**src/rtl/e203_ifu_flush_rcv.sv**
```systemverilog
// e203_ifu_flush_rcv: fetch-side branch-mispredict flush receiver with fetch drain and redirect handoff
module e203_ifu_flush_rcv #(
    parameter int PC_SIZE    = 32,
    parameter int OUTS_DEPTH = 1
) (
    input  logic               clk,
    input  logic               rst,
    input  logic               brchmis_flush_req,
    input  logic [PC_SIZE-1:0] brchmis_flush_add_op1,
    input  logic [PC_SIZE-1:0] brchmis_flush_add_op2,
    output logic               brchmis_flush_ack,
    input  logic               ifu_req_valid_i,
    output logic               ifu_req_valid_o,
    input  logic               ifu_req_ready,
    input  logic               ifu_rsp_valid,
    input  logic               ifu_rsp_ready,
    output logic               ifu_rsp_kill,
    output logic               pipe_flush_vld,
    output logic [PC_SIZE-1:0] pipe_flush_pc,
    input  logic               pipe_flush_rdy,
    output logic               flush_pending
);
    localparam int CW = $clog2(OUTS_DEPTH + 1);
    localparam logic [CW-1:0] OUTS_MAX = CW'(OUTS_DEPTH);
    typedef enum logic [1:0] {IDLE, DRAIN, REDIR} state_t;
    state_t             state_q, state_d;
    logic [CW-1:0]      outs_cnt_q, outs_cnt_d;
    logic [CW-1:0]      kill_cnt_q, kill_cnt_d;
    logic [PC_SIZE-1:0] pc_q, pc_d;
    logic [PC_SIZE-1:0] tgt;
    logic               req_hsk, rsp_hsk;
    assign tgt               = brchmis_flush_add_op1 + brchmis_flush_add_op2;
    assign brchmis_flush_ack = brchmis_flush_req & (state_q == IDLE) & (outs_cnt_q == '0);
    assign ifu_req_valid_o   = ifu_req_valid_i & ~brchmis_flush_req & (state_q == IDLE) & (outs_cnt_q != OUTS_MAX);
    assign ifu_rsp_kill      = (state_q == DRAIN) & ifu_rsp_valid;
    assign pipe_flush_vld    = state_q == REDIR;
    assign flush_pending     = state_q != IDLE;
    assign pipe_flush_pc     = pc_q;
    assign req_hsk           = ifu_req_valid_o & ifu_req_ready;
    assign rsp_hsk           = ifu_rsp_valid & ifu_rsp_ready & (outs_cnt_q != '0);
    // outstanding fetch count: request and response in the same cycle cancel out
    always_comb begin
        outs_cnt_d = outs_cnt_q + CW'(req_hsk) - CW'(rsp_hsk);
    end
    // flush control: ack when drained, kill stale responses, hold redirect until taken
    always_comb begin
        state_d    = state_q;
        kill_cnt_d = kill_cnt_q;
        pc_d       = pc_q;
        case (state_q)
            IDLE: begin
                if (brchmis_flush_ack) begin
                    pc_d    = {tgt[PC_SIZE-1:1], 1'b0};
                    state_d = REDIR;
                end else if (brchmis_flush_req) begin
                    kill_cnt_d = outs_cnt_q;
                    state_d    = DRAIN;
                end
            end
            DRAIN: begin
                kill_cnt_d = kill_cnt_q - CW'(rsp_hsk);
                state_d    = (kill_cnt_d == '0) ? IDLE : DRAIN;
            end
            REDIR: state_d = pipe_flush_rdy ? IDLE : REDIR;
            default: state_d = IDLE;
        endcase
    end
    // state, counters and redirect PC registers
    always_ff @(posedge clk) begin
        if (rst) begin
            state_q    <= IDLE;
            outs_cnt_q <= '0;
            kill_cnt_q <= '0;
            pc_q       <= '0;
        end else begin
            state_q    <= state_d;
            outs_cnt_q <= outs_cnt_d;
            kill_cnt_q <= kill_cnt_d;
            pc_q       <= pc_d;
        end
    end
    rsp_without_req: assert property (@(posedge clk) disable iff (rst)
        !(ifu_rsp_valid && ifu_rsp_ready && outs_cnt_q == '0));
endmodule

```
**config.mk**
```make
export PLATFORM = sky130hd
export DESIGN_NAME = e203_ifu_flush_rcv
export DESIGN_NICKNAME = d
export VERILOG_FILES = /design/src/rtl/e203_ifu_flush_rcv.sv
export SDC_FILE = /design/constraint.sdc
export NUM_CORES = 1
export LEC_CHECK = 0
export BUFFER_PORTS_ARGS = -buffer_cell sky130_fd_sc_hd__buf_2
export CORE_ASPECT_RATIO = 1.75
export CORE_UTILIZATION = 45
export CTS_CLUSTER_SIZE = 16
export DETAILED_ROUTE_END_ITERATION = 7
export PLACE_DENSITY_LB_ADDON = 0.15
export SLEW_MARGIN = 30
export SYNTH_ARGS = -nofsm -noshare
export SYNTH_HDL_FRONTEND = slang
export SYNTH_SLANG_ARGS = --single-unit
export TNS_END_PERCENT = 1
```
**constraint.sdc**
```tcl
create_clock -name clk -period 2.37 [get_ports clk]
set_input_delay 0.1185 -clock clk [delete_from_list [all_inputs] [get_ports clk]]
set_output_delay 0.1185 -clock clk [all_outputs]
set_load 0.02 [all_outputs]
```
==> results.md, run 1 <==
- The signal on the critical path passes through buf_2, and2_1, fa_1, a21o_1, a221o_2, a2111oi_4, o41ai_1, a21oi_2, o21ai_1, xor2_1, a22o_1.
- The longest clock path from root to sink contains 2 buffers.
- Yosys attributes the largest share of cell area to sky130_fd_sc_hd__dfxtp_1, sky130_fd_sc_hd__ha_1, sky130_fd_sc_hd__a21oi_1.
- The total clock sinks is 35.
- Entering global routing, the biggest net connects 28 pins.
- The number of buffers and inverters on the critical path is 1.
- Buffers placed on the I/O ports in this run total 107.
- The total negative slack for setup checks is 0 ns.
- The post-synthesis share of cell area spent on xor and xnor gates is 6.97%.
- The width of the die is 63.9 um.
- The instance area after placement is 0.00385 mm^2.
- By area, the combinational part of the netlist is dominated by compound AO/OA/AOI/OAI gates.
- Dividing the detail-routed via count by the number of cells gives 5.65.
- Setup violations remaining at the end of the flow were counted as 0.
- Prior to clock tree synthesis, the placed netlist has a worst setup slack of -0.248 ns.
- The final layout contains 617 nets.
- Once the floorplan was initialized, standard cells occupied 46.5% of the core.
- The area share of fa/ha/maj cells after synthesis is 13.1%.
- The power density over the cells is 580 mW/mm^2.
- The number of max-slew violations in the final report is 0.
- The post-cts sizing count is 0.
- The total nets after synthesis is 480.
- The number of global-route vias before repair was 3155.
- After synthesis the netlist holds a flip-flop and latch count of 35.
- The number of buffers inserted for hold repair after clock tree synthesis is 0.
- The post-synthesis compound-gate area fraction is about a third.
- The largest individual stage delay along the critical path comes from the cell sky130_fd_sc_hd__a221o_2.
- The register area share after synthesis is between 20% and 30%.
- STA classifies the critical path endpoint as a register.
- Summing the areas of all and, or, nand and nor instances in the mapped netlist gives 17.8% of the synthesized area.
- The largest single stage delay on the critical path is ~0.4 ns.
- The post-route netlist has 33.7% of its cells at a drive strength greater than 1.
- The area of the mapped netlist is 0.00302 mm^2.
- The number of clock buffers added by TritonCTS is 5.
- The total of warnings raised by yosys is 0.
- In this run the standard cell core region covers 0.00649 mm^2.
- The total via count in the routed design is about 3400.
- For this block, the routed nets add up to between 8000 and 9000 um of wire.
- In the synthesized netlist the dominant register cell turns out to be sky130_fd_sc_hd__dfxtp_1.
- The mux contribution to synthesized area is 1.04%.
- The instance count of the mapped netlist is 377.
- Global routing used 25.9% of the available tracks across all layers.
- The average instance area after synthesis is 8.01 um^2.
- The transition time at the pin with the least slew margin is 0.832 ns.
- Setup repair after global routing could not meet its margin everywhere.
- The data arrival at the endpoint of the critical path is 2.50 ns.
- Sorting the synthesized cells by how often they occur yields sky130_fd_sc_hd__nand2_1, sky130_fd_sc_hd__a21oi_1, sky130_fd_sc_hd__dfxtp_1.
- 0 antenna diodes ended up in the layout.
- The post-CTS setup buffer count is 0.
- Across the run, the number of max-cap violations was 0.
- The first-pass GRT wire length is 14200 um.
- The detailed router finished its first iteration with between 100 and 150 violations.
- The number of antenna violations at the first check in global routing was 0.
- The die is 110 um tall.
- The tree is rooted in a sky130_fd_sc_hd__clkbuf_16.
- The top-level I/O count is 109.
- The DRC violation count after routing is 0.
- The path class of the tightest hold or removal check is input port to register.
- The class of the most critical setup path is input port to register.
- Across the VDD grid, the largest voltage drop is 0.000433 V.
- The largest fanout on the critical path is 4.
- The cell family contributing the most delay on the critical path is compound AO/OA/AOI/OAI gates.
- The cell taking the most area after synthesis is sky130_fd_sc_hd__dfxtp_1.
- Routability-driven placement finished with a final weighted congestion of just under 0.9.
- The clock tree synthesis step divided the H-tree into 2 levels.
- At the worst endpoint, the required time is between 2 and 3 ns.
- The TritonCTS clock tree is built.
- The average wire per standard cell is 15.0 um.
- Static timing analysis puts the maximum clock frequency at 428 MHz.
- After synthesis, the netlist uses 66 different library cells.
- From synthesis to final layout, the design area changed by 32.8%.
- The finished layout holds 596 standard cells, fillers aside.
- Headroom to the max-slew limit came out at 44.3%.
- After legalization and detailed placement, the total HPWL measured 7280 um.
- Across the routed clock network, the largest skew measured is 0.00433 ns.
- The number of nets with antenna violations after routing is 0.
- The number of filler instances in the final layout is 642.
- Clock-pin slew was measured on the worst setup and hold paths at around 0.06 ns.
- The finished cells cover roughly 0.004 mm^2.
- The final worst-path cycle share is 98.5%.
- The startpoint kind of the worst setup timing path is an input port.
- Of the post-synthesis cell area, the dominant cell type holds a little under a quarter.
- The power consumption is 2.32 mW.
- Of all flip-flops after synthesis, the portion carrying an async set or reset was 0%.
- The global-route congestion overflow total is 0.
- The final standard cell utilization of the core is around 60%.
- Setup slack closes at between 0.03 and 0.04 ns.
- After detailed placement, the design holds a cell count of roughly 600.
- Hold timing on the final database bottoms out at a slack of 0.0947 ns.
- Row generation in the floorplan step produced 39 rows.
- The die covers 0.00705 mm^2.
- In this run, synthesis inferred 0 flip-flops with an integrated enable.
- For this design the static power due to leakage is 1.96 nW.
- The flow ran to the end, and the final reports show no timing, DRC or antenna violations.
- The final hold violation count is 0.
- The worst-skew pair later-pin latency is 0.27 ns.
- The length of the first detailed-routing pass in iterations is 4.
- The cell with the most instances after synthesis is sky130_fd_sc_hd__nand2_1.
- The smallest clock period supported by the final layout is computed as 2.34 ns.
report_power, final:
part / internal [mW] / switching, mW / leakage, nW / total [mW]
clock network: 0.410 / 0.237 / 0.0727 / 0.647
logic: 0.428 / 0.545 / 1.60 / 0.973
registers: 0.658 / 0.0464 / 0.288 / 0.704
final timing paths:
check	start	endpoint	slack, ns	cells after the start
hold / removal	ifu_req_ready	outs_cnt_q	0.09	3
setup reg to reg	state_q[0]	pipe_flush_pc[28]	0.32	6
hold reg to reg	pipe_flush_pc[5]	pipe_flush_pc[5]	0.45	2
setup / recovery	brchmis_flush_add_op1[0]	pipe_flush_pc[26]	0.03	11
sequential cells by signal (all words and copies together), names as in the netlist:
register and cells:
state_q 2, pipe_flush_pc 31, kill_cnt_q 1, outs_cnt_q 1
metal layers:
metal  GRT usage [%]  up-vias  wire (um)
met4            14.4        0        380
met3            3.19       27        369
met1            25.6     1542       3310
li1                -     1681          -
met5               0        -          0
met2            50.8      120       4850
worst min-delay path: cells and delay by family:
| family | cells | cell delay (ns) |
|---|---|---|
| AO/OA/AOI/OAI | 1 | 0.06 |
| AND/OR/NAND/NOR | 1 | 0.08 |
| buffers and inverters | 1 | 0.07 |
cells by family after synthesis:
group / after synthesis
xor+xnor: 24
simple gates: 117
other cells: 1
fa+ha+maj: 31
flops: 35
buf+inv: 22
mux: 3
compound gates: 144
layout make-up:
type	count	area (um^2)	area share (%)
Multi-Input combinational cell	320	2210	55.2
Timing Repair Buffer	145	821	20.5
Sequential cell	35	701	17.5
Clock buffer	6	139	3.46
Tap cell	82	103	2.56
Inverter	7	26.3	0.655
Clock inverter	1	5.00	0.125
placed cells by master (no fill, tap or decap), types with 5 or more instances in the layout:
master                      netlist  layout
sky130_fd_sc_hd__a22o_1          10      10
sky130_fd_sc_hd__inv_1            6       6
sky130_fd_sc_hd__xor2_1           9       9
sky130_fd_sc_hd__nor3_1           9       9
sky130_fd_sc_hd__ha_1            30      30
sky130_fd_sc_hd__nor2_1          26      26
sky130_fd_sc_hd__a21oi_1         45      44
sky130_fd_sc_hd__a211oi_1         6       5
sky130_fd_sc_hd__nand3_1          8       8
sky130_fd_sc_hd__xnor2_1         15      15
sky130_fd_sc_hd__dfxtp_1         35      35
sky130_fd_sc_hd__clkbuf_16        0       5
sky130_fd_sc_hd__nand2_1         47      47
sky130_fd_sc_hd__buf_4            2      38
sky130_fd_sc_hd__o21ai_0         20      20
sky130_fd_sc_hd__buf_2            2     107
sky130_fd_sc_hd__o21a_1           5       5
sky130_fd_sc_hd__a21o_1          15      15
(Power assumes the default switching activity.)
==> run 2, diff against run 1 <==
--- a/config.mk
+++ b/config.mk
@@ -6,8 +6,11 @@
 export NUM_CORES = 1
 export LEC_CHECK = 0
 export BUFFER_PORTS_ARGS = -buffer_cell sky130_fd_sc_hd__buf_2
+export CAP_MARGIN = 0
+export CELL_PAD_IN_SITES_DETAIL_PLACEMENT = 0
+export CELL_PAD_IN_SITES_GLOBAL_PLACEMENT = 2
 export CORE_ASPECT_RATIO = 1.75
-export CORE_UTILIZATION = 45
+export CORE_UTILIZATION = 25
 export CTS_CLUSTER_SIZE = 16
 export DETAILED_ROUTE_END_ITERATION = 7
 export PLACE_DENSITY_LB_ADDON = 0.15
==> results.md, run 2 (synthesized netlist as in run 1, its figures left out) <==
- Outcome: completed (unchanged).
- The root cell of the clock tree is sky130_fd_sc_hd__clkbuf_16 (unchanged).
- The class of the most critical setup path is input port to register (unchanged).
- The length of the first detailed-routing pass in iterations is 4 (unchanged).
- The detailed-route vias per instance was 4.97 (was 5.65).
- The capture point of the worst reg-to-reg path was pipe_flush_pc[18] (was pipe_flush_pc[28]).
- The first-pass GRT wire length was 17100 um (was 14200 um).
- The worst slack on hold paths is 0.0949 ns (was 0.0947 ns).
- The number of antenna violations at the first check in global routing is 0 (unchanged).
- The core outline area is 0.0116 mm^2 (was 0.00649 mm^2).
- The number of max-cap violations is 0 (unchanged).
- The number of global-route vias before repair is 3483 (was 3155).
- The destination of the critical timing path is pipe_flush_pc[30] (was pipe_flush_pc[26]).
- The number of max-slew violations in the final report is 0 (unchanged).
- The clock-pin transition on the worst setup and hold timing paths is 0.06 ns (about the same).
- The critical path endpoint category is a register (unchanged).
- The number of H-tree branching levels was 2 (unchanged).
- The non-filler instance count after layout is 670 (was 596).
- The worst-case setup slack after placement was -0.330 ns (was -0.248 ns).
- The total clock buffers created by CTS is 5 (unchanged).
- The largest fanout on the critical path was 4 (unchanged).
- Commonest cells after routing, fill and taps aside: sky130_fd_sc_hd__buf_2, sky130_fd_sc_hd__buf_4, sky130_fd_sc_hd__nand2_1 (was sky130_fd_sc_hd__buf_2, sky130_fd_sc_hd__nand2_1, sky130_fd_sc_hd__a21oi_1).
- The global-route total usage across every layer came to 17.4% (was 25.9%).
- The final worst-path cycle share is 96.3% (was 98.5%).
- The depth of the worst register-to-register path is 6 (unchanged).
- The die outline area is 0.0125 mm^2 (was 0.00705 mm^2).
- The aggregate routed wire length is 10500 um (was 8910 um).
- The buffer levels on the longest clock path is 2 (unchanged).
- The number of nets with antenna violations after routing was 0 (unchanged).
- The most frequent standard cell in the layout excluding fill and tap cells is sky130_fd_sc_hd__buf_2 (unchanged).
- The transition time at the pin with the least slew margin is 0.854 ns (was 0.832 ns).
- The power density over the cells is 572 mW/mm^2 (was 580 mW/mm^2).
- The average wire per standard cell is 15.7 um (was 15.0 um).
- The number of filler instances in the final layout is 1243 (was 642).
- The startpoint of the most critical register-to-register path is state_q[0] (unchanged).
- The required time at the endpoint of the critical path is 2.55 ns (was 2.53 ns).
- Setup repair after global routing missed its margin: true (unchanged).
- The data arrival at the endpoint of the critical path was 2.46 ns (was 2.50 ns).
- The delay of the slowest cell on the worst path was 0.41 ns (was 0.40 ns).
- The startpoint kind of the worst setup timing path is an input port (unchanged).
- The placed cell count is 662 (was 589).
- The path type of the worst min-delay path is input port to register (unchanged).
- The cell with the largest stage delay on the worst path is sky130_fd_sc_hd__a221o_2 (unchanged).
- The fraction of final layout cells with drive strength greater than 1 is 36.1% (was 33.7%).
- The number of buffers inserted by port buffering is 107 (unchanged).
- The vertical die dimension came to 147 um (was 110 um).
- The final weighted congestion of routability-driven global placement is 0.780 (was 0.880).
- The first-iteration detailed-routing DRC count is 102 (was 139).
- Critical path, cell by cell: buf_2, and2_1, fa_2, a21o_1, a221o_2, a2111oi_4, o41ai_2, a21oi_2, o31ai_1, xor2_1, a22o_1 (was buf_2, and2_1, fa_1, a21o_1, a221o_2, a2111oi_4, o41ai_1, a21oi_2, o21ai_1, xor2_1, a22o_1).
- The total via count in the routed design is 3331 (was 3370).
- The timing startpoint of the critical path is brchmis_flush_add_op1[0] (unchanged).
- The global-route congestion overflow total is 0 (unchanged).
- The detailed-placement wirelength estimate is 8900 um (was 7280 um).
- The width of the die came to 85.1 um (was 63.9 um).
- The DRC violation count after routing was 0 (unchanged).
- The final hold violation count came to 0 (unchanged).
- The met3 routing resource usage after global routing is 1.85% (was 3.19%).
- The met2 usage in global routing was 35.9% (was 50.8%).
- The achievable frequency is 438 MHz (was 428 MHz).
- The number of buffers inserted for hold repair after clock tree synthesis is 0 (unchanged).
- The leakage power is 2.06 nW (was 1.96 nW).
- The number of flip-flops under the largest register name came to 31 (unchanged).
- The final critical path time including I/O delays and setup was 2.28 ns (was 2.34 ns).
- The worst-skew pair later-pin latency is 0.28 ns (was 0.27 ns).
- The global-route met1 utilization was 17.3% (was 25.6%).
- The normalized max-slew margin is 42.9% (was 44.3%).
- The TritonCTS clock tree is built (unchanged).
- The post-synthesis to final-layout area growth is 40.4% (was 32.8%).
- The net count of the finished layout is 637 (was 617).
- The total clock sinks is 35 (unchanged).
- The internal reg-to-reg setup slack is 0.29 ns (was 0.32 ns).
- The worst setup margin came to 0.0888 ns (was 0.0349 ns).
- The layer carrying the most global-route usage is met2 (unchanged).
- The number of antenna diodes was 0 (unchanged).
- The setup skew after layout is 0.00723 ns (was 0.00433 ns).
- The hold path startpoint is ifu_req_ready (unchanged).
- The worst supply voltage drop on vdd is 0.000259 V (was 0.000433 V).
- The largest net degree at the start of global routing was 18 (was 28).
- The top-level I/O count is 109 (unchanged).
- The count of final setup violators is 0 (unchanged).
- The row count was 52 (was 39).
- The effective utilization at floorplan is 25.9% (was 46.5%).
[run 2: repair_timing]
action	4_1_cts	5_1_grt
pin swaps	4	2
setup buffers	0	0
setup endpoints to repair	2	9
resized for setup	3	1
gates cloned	0	0
[run 2: report_power, final]
part	internal, mW	switching, mW
registers	0.657	0.0434
clock network	0.448	0.249
logic	0.464	0.564
[run 2: area by class of cell]
class | count | area (um^2) | share of cell area (%)
multi-input combinational | 320 | 2210 | 52.3
clock buffer | 8 | 156 | 3.69
sequential | 35 | 701 | 16.5
inverter | 7 | 26.3 | 0.620
timing repair buffer | 165 | 971 | 22.9
tap | 135 | 169 | 3.99
[run 2: per-stage QoR]
| stage | setup TNS (ns) | power [mW] | utilization, % | instance area [um^2] |
|---|---|---|---|---|
| after global routing | -0.0201 | 2.59 | 36.4 | 4240 |
| after global placement | -2.26 | 1.75 | 34.9 | 4070 |
| after CTS | -0.00963 | 2.47 | 36.3 | 4230 |
| after detailed placement | -3.14 | 1.75 | 34.9 | 4070 |
| final | 0 | 2.43 | 36.4 | 4240 |
| after floorplan | -0.0180 | 1.34 | - | 3020 |
[run 2: critical path, delay by kind of cell]
kind                       cells  cell delay, ns
xor gates and xnor gates       1            0.15
AOI/OAI and AO/OA              7            1.56
adders and majority gates      1            0.35
buffers and inverters          1            0.10
and+or+nand+nor                1            0.16
[run 2: worst min path at each step]
stage	to	slack (ns)	depth (start not counted)
finish	outs_cnt_q	0.09	3
global route	outs_cnt_q	0.12	3
CTS	outs_cnt_q	0.1	3
detailed placement	outs_cnt_q	0.39	3
global placement	outs_cnt_q	0.39	3
floorplan	outs_cnt_q	0.28	2
[run 2: layer usage]
| metal | share of wire, % | vias to the layer above | routed length, um |
|---|---|---|---|
| li1 | - | 1716 | - |
| met1 | 37 | 1520 | 3900 |
| met2 | 57 | 77 | 6020 |
| met3 | 3.3 | 18 | 345 |
| met4 | 2.3 | 0 | 244 |
| met5 | 0 | - | 0 |
==> run 3, diff against run 2 <==
==> constraint.sdc (replaced) <==
create_clock -name clk -period 2.37 [get_ports clk]
set_input_delay 0.474 -clock clk [delete_from_list [all_inputs] [get_ports clk]]
set_output_delay 0.474 -clock clk [all_outputs]
set_load 0.02 [all_outputs]
==> results.md, run 3 (synthesized netlist as in run 1, its figures left out) <==
- The number of H-tree branching levels came to 2 (unchanged).
- The count of final setup violators was 13 (was 0).
- The final worst-path cycle share is 110% (was 96.3%).
- The power share of the clock group came to 30.1% (was 28.7%).
- The fraction of power spent switching nets is 35.5% (was 35.3%).
- The part of the total power dissipated in combinational logic came to 43.1% (was 42.4%).
- The first-iteration detailed-routing DRC count came to 81 (was 102).
- The top-level I/O count is 109 (unchanged).
- The placed cell count is 691 (was 662).
- The final weighted congestion of routability-driven global placement is 0.822 (was 0.780).
- The total clock buffers created by CTS came to 5 (unchanged).
- Outcome: finished with violations (was completed).
- The effective utilization at floorplan is 25.9% (unchanged).
- The normalized max-slew margin is 40.6% (was 42.9%).
- The depth of the worst register-to-register path is 8 (was 6).
- The worst-skew pair later-pin latency is 0.29 ns (was 0.28 ns).
- The number of antenna violations at the first check in global routing came to 0 (unchanged).
- The final standard cell utilization of the core came to 39.5% (was 36.4%).
- The leakage power is 2.26 nW (was 2.06 nW).
- The class of the most critical setup path is input port to register (unchanged).
- The vertical die dimension is 147 um (unchanged).
- The clock-pin transition on the worst setup and hold timing paths is 0.06 ns (about the same).
- The number of nets with antenna violations after routing was 0 (unchanged).
- The buffer levels on the longest clock path came to 2 (unchanged).
- The average wire per standard cell is 15.5 um (was 15.7 um).
- The detailed-placement wirelength estimate is 9140 um (was 8900 um).
- The final hold violation count came to 0 (unchanged).
- The setup skew after layout came to 0.00369 ns (was 0.00723 ns).
- The number of max-cap violations is 0 (unchanged).
- The number of flip-flops under the largest register name is 31 (unchanged).
- The detailed-route vias per instance is 4.99 (was 4.97).
- The TritonCTS clock tree is built (unchanged).
- The critical path endpoint category is a register (unchanged).
- The worst supply voltage drop on vdd is 0.000253 V (was 0.000259 V).
- The startpoint kind of the worst setup timing path is an input port (unchanged).
- The net count of the finished layout was 669 (was 637).
- Setup repair after global routing missed its margin: true (unchanged).
- The fraction of power consumed by sequential logic came to 26.9% (was 28.9%).
- The net switching component of the power was 0.928 mW (was 0.857 mW).
- The first-pass GRT wire length is 17600 um (was 17100 um).
- The global-route congestion overflow total is 0 (unchanged).
- The checks that failed: negative setup slack.
- Commonest cells after routing, fill and taps aside: sky130_fd_sc_hd__buf_2, sky130_fd_sc_hd__buf_4, sky130_fd_sc_hd__nand2_1 (unchanged).
- The post-synthesis to final-layout area growth is 52.5% (was 40.4%).
- The number of antenna diodes is 0 (unchanged).
- The root cell of the clock tree is sky130_fd_sc_hd__clkbuf_16 (unchanged).
- The core outline area came to 0.0116 mm^2 (unchanged).
- The final critical path time including I/O delays and setup came to 2.60 ns (was 2.28 ns).
- The number of max-slew violations in the final report is 0 (unchanged).
- The power density over the cells was 568 mW/mm^2 (was 572 mW/mm^2).
- The length of the first detailed-routing pass in iterations is 4 (unchanged).
- The non-filler instance count after layout is 702 (was 670).
- The transition time at the pin with the least slew margin came to 0.888 ns (was 0.854 ns).
- The data arrival at the endpoint of the critical path came to 2.78 ns (was 2.46 ns).
- The die outline area is 0.0125 mm^2 (unchanged).
- The cell depth of the worst hold path is 3 (unchanged).
- The largest fanout on the critical path is 4 (unchanged).
- The fraction of final layout cells with drive strength greater than 1 is 42.3% (was 36.1%).
- The total clock sinks is 35 (unchanged).
- The number of global-route vias before repair is 3617 (was 3483).
- The achievable frequency is 385 MHz (was 438 MHz).
- The total via count in the routed design is 3501 (was 3331).
- The number of buffers inserted by port buffering was 107 (unchanged).
- The most frequent standard cell in the layout excluding fill and tap cells is sky130_fd_sc_hd__buf_2 (unchanged).
- The required time at the endpoint of the critical path was 2.56 ns (was 2.55 ns).
- The DRC violation count after routing is 0 (unchanged).
- The aggregate routed wire length came to 10900 um (was 10500 um).
- The worst setup margin came to -0.228 ns (was 0.0888 ns).
- The global-route total usage across every layer is 17.9% (was 17.4%).
- The path type of the worst min-delay path is input port to register (unchanged).
- The width of the die is 85.1 um (unchanged).
- The internal power summed over all cells is 1.68 mW (was 1.57 mW).
- The largest net degree at the start of global routing is 20 (was 18).
- The row count was 52 (unchanged).
==> run 3: cell types whose count changed in the layout (fill, tap and decap cells not counted), sizes merged <==
cell    before  now
buf        165  197
clkbuf       8    5
clkinv       1    3
bufinv       0    1
==> run 3: metrics by stage <==
step / area [um^2] / worst slack [ns] / hold slack, ns / power, mW / setup TNS (ns)
after floorplan: 3020 / -0.365 / 0.498 / 1.34 / -2.78
final: 4600 / -0.228 / 0.443 / 2.61 / -1.66
after CTS: 4540 / -0.314 / 0.448 / 2.61 / -2.47
after global routing: 4600 / -0.331 / 0.464 / 2.76 / -3.76
after detailed placement: 4280 / -0.682 / 0.441 / 1.80 / -10.10
after global placement: 4280 / -0.627 / 0.436 / 1.80 / -9.43
==> run 3: path summary, 6_finish.rpt <==
check	slack, ns	end	start
worst min register to register	0.45	pipe_flush_pc[7]	pipe_flush_pc[7]
worst max register to register	0.49	pipe_flush_pc[31]	state_q[0]
worst min-delay path	0.44	outs_cnt_q	ifu_req_ready
worst max-delay path	-0.23	pipe_flush_pc[28]	brchmis_flush_add_op1[2]
==> run 3: worst max-delay path: stages <==
cell and delay [ns]:
sky130_fd_sc_hd__buf_2 0.10, sky130_fd_sc_hd__ha_1 0.34, sky130_fd_sc_hd__buf_4 0.15, sky130_fd_sc_hd__a21o_1 0.20, sky130_fd_sc_hd__a221o_2 0.42, sky130_fd_sc_hd__o221ai_4 0.24
sky130_fd_sc_hd__o2111a_1 0.22, sky130_fd_sc_hd__a211oi_2 0.07, sky130_fd_sc_hd__a221oi_2 0.29, sky130_fd_sc_hd__xnor2_1 0.10, sky130_fd_sc_hd__a22o_1 0.18
==> run 3: metal layers <==
metal | GRT usage [%] | wire (um) | vias to the layer above
met5 | 0 | 0 | -
met3 | 1.80 | 294 | 16
met2 | 37.3 | 6260 | 79
met4 | 5.76 | 240 | 0
li1 | - | - | 1772
met1 | 17.5 | 4060 | 1634
==> run 3: power by group through the flow <==
stage | clock, mW | sequential [mW] | combinational, mW
2_1_floorplan | 0 | 0.781 | 0.556
3_3_place_gp | 0 | 0.715 | 1.09
3_5_place_dp | 0 | 0.715 | 1.09
4_1_cts | 0.794 | 0.703 | 1.12
5_1_grt | 0.814 | 0.711 | 1.24
6_report | 0.785 | 0.702 | 1.13
==> run 3: layout make-up <==
type	count	area, um^2
Clock buffer	5	125
Sequential cell	35	701
Tap cell	135	169
Clock inverter	3	43.8
Fill cell	1260	7040
Multi-Input combinational cell	320	2300
Timing Repair Buffer	197	1230
Inverter	7	26.3
==> run 3: repair_timing <==
action / in CTS / in global routing
endpoints found under the setup margin: 20 / 20
resized for setup: 18 / 10
pin swaps: 20 / 6
hold buffers: 0 / 0
setup buffers: 2 / 1
